## src/rtl/or16_unit.sv

```systemverilog
// 16-bit OR unit: combinational a|b plus a registered, valid-qualified copy with zr/ng/popcount flags.
// Define OR16_ACCUM_EN to turn the registered path into a sticky OR accumulator with an acc_clr input.
module or16_unit #(
  parameter int WIDTH = 16,
  localparam int CW = $clog2(WIDTH + 1)
) (
  input  logic             clk,
  input  logic             rst,
  input  logic [WIDTH-1:0] a,
  input  logic [WIDTH-1:0] b,
  input  logic             in_valid,
`ifdef OR16_ACCUM_EN
  input  logic             acc_clr,
`endif
  output logic [WIDTH-1:0] out,
  output logic [WIDTH-1:0] out_q,
  output logic             out_valid,
  output logic             zr,
  output logic             ng,
  output logic [CW-1:0]    ones
);

  // Per-bit OR kept purely combinational so it never sees register state.
  for (genvar i = 0; i < WIDTH; i++) begin : g_or
    assign out[i] = a[i] | b[i];
  end

  logic [WIDTH-1:0] nxt;
  logic             load;
  logic [CW-1:0]    cnt;

`ifdef OR16_ACCUM_EN
  // Clear happens before the load, so clear+capture yields just a|b.
  always_comb begin
    nxt  = out_q;
    load = in_valid | acc_clr;
    if (acc_clr)  nxt = '0;
    if (in_valid) nxt = nxt | out;
  end
`else
  always_comb begin
    nxt  = out;
    load = in_valid;
  end
`endif

  always_comb begin
    cnt = '0;
    for (int i = 0; i < WIDTH; i++) cnt = cnt + CW'(nxt[i]);
  end

  // Flags are derived from the next value so they land on the same edge as out_q.
  always_ff @(posedge clk) begin
    if (rst) begin
      out_q     <= '0;
      out_valid <= 1'b0;
      zr        <= 1'b1;
      ng        <= 1'b0;
      ones      <= '0;
    end else begin
      out_valid <= in_valid;
      if (load) begin
        out_q <= nxt;
        zr    <= ~|nxt;
        ng    <= nxt[WIDTH-1];
        ones  <= cnt;
      end
    end
  end

endmodule

```

## config.mk

```make
export PLATFORM = sky130hd
export DESIGN_NAME = or16_unit
export DESIGN_NICKNAME = d
export VERILOG_FILES = /design/src/rtl/or16_unit.sv
export SDC_FILE = /design/constraint.sdc
export NUM_CORES = 1
export LEC_CHECK = 0
export BUFFER_PORTS_ARGS = -buffer_cell sky130_fd_sc_hd__buf_2
export CORE_MARGIN = 4
export CORE_UTILIZATION = 49
export CTS_BUF_LIST = sky130_fd_sc_hd__clkbuf_8
export CTS_CLUSTER_DIAMETER = 150
export DETAILED_ROUTE_END_ITERATION = 10
export GPL_ROUTABILITY_DRIVEN = 0
export PLACE_DENSITY = 0.95
export RECOVER_POWER = 50
export SLEW_MARGIN = 10
export SYNTH_ARGS = -nofsm -noshare
export SYNTH_HDL_FRONTEND = slang
export SYNTH_SLANG_ARGS = --single-unit
```

## constraint.sdc

```tcl
create_clock -name clk -period 8.1 [get_ports clk]
set_input_delay 1.62 -clock clk [delete_from_list [all_inputs] [get_ports clk]]
set_output_delay 1.62 -clock clk [all_outputs]
set_load 0.05 [all_outputs]
```

=== Word level (Yosys, flattened, before mapping) ===
Index checks and enable logic that the tools add are counted.

* Add/sub/neg operators: 15
* Bitwise gates (word level): 16
* Reduce and logical (&&, ||, !) cells: 2

{| class="wikitable"
|+ Operators with widths
! cell !! number
|-
| 5-bit by 1-bit adder with 5-bit output || 11
|-
| 1-bit OR || 16
|-
| 16-bit OR reduction || 1
|-
| 4-bit by 1-bit adder with 5-bit output || 1
|-
| 3-bit by 1-bit adder with 4-bit output || 1
|-
| 2-bit by 1-bit adder with 3-bit output || 1
|-
| 1-bit by 1-bit adder with 2-bit output || 1
|-
| 1-bit logical NOT || 1
|}

* Output and inout bits: 40
* Input port bits: 35
* Word-level logic and storage cells: 38
* Flip-flop bits (word level): 24

=== Depth between registers and ports, before layout ===
* Depth in word-level cells: 16
* Depth in mapped cells: 14
* Depth with buffers taken out: 14

=== Worst setup path before layout ===
No wires, ideal clock.

* Path kind: in2reg
* Start point: in b[0]
* End point: reg ones[2]
* Library setup time: 0.117 ns
* Arrival time: 5.042 ns
* Required time: 7.983 ns
* Cell stages on the path: 14
* Path buffers: 0
* Setup slack: 2.941 ns
* Cells stage by stage: nor2_1 > inv_1 > fa_1 > inv_1 > fa_1 > fa_1 > inv_1 > fa_1 > ha_1 > inv_1 > fa_1 > xnor2_1 > mux2i_1 > nor2_1

* Word-level cells in the longest chain between the ends: 16

{| class="wikitable"
|+ Ends and longest elaborated chain
! element !! RTL line !! source
|-
| start: declaration || 10 || <nowiki>input logic [WIDTH-1:0] b,</nowiki>
|-
| 1-bit OR || 25 || <nowiki>assign out[i] = a[i] | b[i];</nowiki>
|-
| named net out[0] || 15 || <nowiki>output logic [WIDTH-1:0] out,</nowiki>
|-
| 1-bit by 1-bit adder with 2-bit output || 49 || <nowiki>for (int i = 0; i < WIDTH; i++) cnt = cnt + CW'(nxt[i]);</nowiki>
|-
| 2-bit by 1-bit adder with 3-bit output || 49 ||
|-
| 3-bit by 1-bit adder with 4-bit output || 49 ||
|-
| 4-bit by 1-bit adder with 5-bit output || 49 ||
|-
| 5-bit by 1-bit adder with 5-bit output (11 in series) || 49 ||
|-
| end signal: assignment || 66 || <nowiki>ones <= cnt;</nowiki>
|-
| end: declaration || 20 || <nowiki>output logic [CW-1:0] ones</nowiki>
|}

The timed path passes the listed nets, and every way through them passes these cells.
A chain may end at the register's enable or synchronous reset.

=== Final worst setup path ===
* Start point: in b[5]
* End point: reg ones[4]

* Word-level cells in the longest chain between the ends: 12

{| class="wikitable"
|+ Ends and longest elaborated chain
! element !! RTL line
|-
| 1-bit OR || 25
|-
| 5-bit by 1-bit adder with 5-bit output (11 in series) || 49
|}

No other way between the ends.

==> out/qor.tcl <==
set qor(ctsHtreeMaxLevel) 1
set qor(syn_inst) 146
set qor(cp_peak_stage_delay_ns) 0.54
set qor(vdd.ir_drop.worst_mv) 0.210
set qor(critical_path.cell_chain) {buf_2 > or2_2 > fa_1 > inv_1 > fa_1 > fa_1 > inv_1 > fa_1 > ha_1 > inv_1 > fa_1 > nor2b_1 > o211ai_1 > a21oi_1}
set qor(synth_area_mm2) 0.00132
set qor(io_pins) 75
set qor(finalHoldViolations) 0
set qor(placed_cells) 242
set qor(num_antenna_cells) 0
set qor(grt_first_pass_wirelength_um) 5400
set qor(timing.final.crit_share) 0.614
set qor(layout_common_cells) {sky130_fd_sc_hd__buf_2 (59), sky130_fd_sc_hd__nor2_1 (31), sky130_fd_sc_hd__inv_1 (23), sky130_fd_sc_hd__dfxtp_1 (23), sky130_fd_sc_hd__clkbuf_1 (15)}
set qor(hold_path_class) {reg -> reg}
set qor(critPathCaptureType) {flip-flop}
set qor(synth_seq_cells) 23
set qor(clkLatencyLatePin_ns) 0.27
set qor(die_h_um) 59.8
set qor(vias_per_cell) 5.16
set qor(final.hold.worst_slack_ns) 0.455
set qor(unrepaired_setup_endpoints_after_global_routing) {no}
set qor(final_core_utilization) 0.676
set qor(worst_pin_slew_ns) 1.62
set qor(cp_common_cell) {sky130_fd_sc_hd__fa_1}
set qor(dieWidth_um) 59.8
set qor(initial_core_utilization) 0.521
set qor(layout_commonest_cell) {sky130_fd_sc_hd__buf_2}
set qor(ys_async_sr_fraction) 0
set qor(detail_route.drc_violations) 0
set qor(cellLeakagePower_nw) 0.825
set qor(critical-path-slowest-cell) {sky130_fd_sc_hd__fa_1}
set qor(max_cap_violations) 1
set qor(dpl_worst_slack_ns) 2.85
set qor(clock.fmax_mhz) 201
set qor(detailed_place_hpwl_um) 2840
set qor(synth_fp_nets) 197
set qor(total_setup_buffers_inserted_after_cts) 0
set qor(maximum_number_of_pins_on_one_net_before_global_route_repair) 36
set qor(drt-wirelength-per-cell_um) 14.0
set qor(globalRoute.totalOverflow) 0
set qor(cp_top_family) {adder cells}
set qor(finalCriticalPeriod_ns) 4.97
set qor(placeableCoreArea_mm2) 0.00252
set qor(worst_clock_skew_ns) 0
set qor(synth_enable_flop_cells) 0
set qor(final_net_count) 268
set qor(critical_path.n_buffers_inverters) 4
set qor(groute.usage.overall) 0.203
set qor(drt_first_iter_violations) 24
set qor(drv_slew) 36
set qor(netlist-cell-type-count) 25
set qor(yosysSeqAreaShare) 0.350
set qor(drtAntennaViolNets) 0
set qor(run_status) {complete, but fails checks}
set qor(clkSlewWorstSetupHoldPaths_ns) 0.08
set qor(ys_warn_count) 0
set qor(number_of_antenna_violations_at_the_first_check_in_global_routing) 0
set qor(critical_path.startpoint_type) {input pin}
set qor(post_cts_resized) 0
set qor(holdBufCountCts) 0
set qor(cts_sinks) 23
set qor(setup_total_negative_slack_ns) 0
set qor(power_per_cell_area_mw_per_mm2) 247
set qor(detailroute.via_count) 1270
set qor(drive_gt1_frac) 0.319
set qor(cts-root-to-sink-buffers) 2
set qor(tritoncts.num_buffers) 3
set qor(fin_cells) 246
set qor(detail_route.first_pass.iterations) 4
set qor(max_slew_margin) -0.0783
set qor(syn2layout_area_growth_pct) 29.6
set qor(timing.final.ws_setup_ns) 3.13
set qor(design.die.area_mm2) 0.00358
set qor(grt_pass1_vias) 1242
set qor(criticalPathCategory) {in -> reg}
set qor(synthesis.area_per_instance_um2) 9.01
set qor(setup_viol) 0
set qor(tritoncts) {built}
set qor(critical_path_peak_fanout) 3
set qor(yosys_most_used_dff) {sky130_fd_sc_hd__dfxtp_1}
set qor(clk_root_buf) {sky130_fd_sc_hd__clkbuf_8}
set qor(violations_in_the_final_reports) {capacitance limit, slew limit}
set qor(worst_path_arrival_time_ns) 5.17
set qor(numPortBuffers) 74
set qor(critPathRequiredTime_ns) 8.30
set qor(routed_wirelength_um) 3450
set qor(rows) 18
==> routing by layer <==
metal,up-vias,share of wire,GRT usage
li1,622,-,-
met5,-,0,0
met2,60,0.48,0.346
met4,0,0.0078,0.0475
met1,584,0.41,0.256
met3,4,0.096,0.0497
==> registers in the layout, indices dropped and copies added (netlist names) <==
register	count
out_q	16
out_valid	1
zr	1
ones	5
==> worst paths after layout <==
check               start       to  slack (ns)  cells past startpoint
setup / recovery     b[5]  ones[4]        3.13                     14
hold / removal    ones[4]  ones[4]        0.46                      2
setup reg to reg  ones[1]  ones[1]        7.37                      2
hold reg to reg   ones[4]  ones[4]        0.46                      2
==> tightest hold or removal path, delay by kind of cell (launching register included) <==
kind,cells,cell delay (ns)
AOI/OAI and AO/OA,1,0.05
DFF,1,0.31
and+or+nand+nor,1,0.05
==> logic make-up (layout without fill, tap and decap cells) <==
| logic type | after synthesis | in the layout | share of synthesized area |
|---|---|---|---|
| muxes | 7 | 7 | 0.0533 |
| buffers and inverters | 31 | 101 | 0.0999 |
| DFF | 23 | 23 | 0.350 |
| xor gates and xnor gates | 1 | 1 | 0.00666 |
| AOI/OAI and AO/OA | 20 | 20 | 0.117 |
| and+or+nand+nor | 48 | 48 | 0.164 |
| adders and majority gates | 16 | 16 | 0.209 |
==> per-stage QoR <==
step	total power, W	area, um^2
after floorplan	0.000305	1320
after global placement	0.000345	1680
after detailed placement	0.000357	1680
after CTS	0.000427	1720
after global routing	0.000448	1700
final	0.000421	1700
==> Yosys cell counts, types with 5 or more instances <==
cell / count / share of area
sky130_fd_sc_hd__or2_2: 5 / 0.024
sky130_fd_sc_hd__fa_1: 10 / 0.15
sky130_fd_sc_hd__nor2_1: 31 / 0.088
sky130_fd_sc_hd__ha_1: 6 / 0.057
sky130_fd_sc_hd__a211oi_1: 12 / 0.069
sky130_fd_sc_hd__inv_1: 22 / 0.063
sky130_fd_sc_hd__mux2i_1: 7 / 0.053
sky130_fd_sc_hd__dfxtp_1: 23 / 0.35
==> where the power goes <==
part	switching [W]	internal [W]	total, W	leakage, nW
Combinational	0.000146	0.0000708	0.000216	0.607
Sequential	0.00000688	0.000128	0.000135	0.192
Clock	0.0000367	0.0000339	0.0000706	0.0269
==> area by class of cell <==
class                   instances  area [um^2]
well taps                      30         37.5
clock buffers                   3         41.3
clock inverters                 1         3.75
inverters                      23         86.3
multi-input cells              92          723
flip-flops and latches         23          460
repair buffers                 74          352
fillers                       216          818
Power figures use the tool's default switching activity.
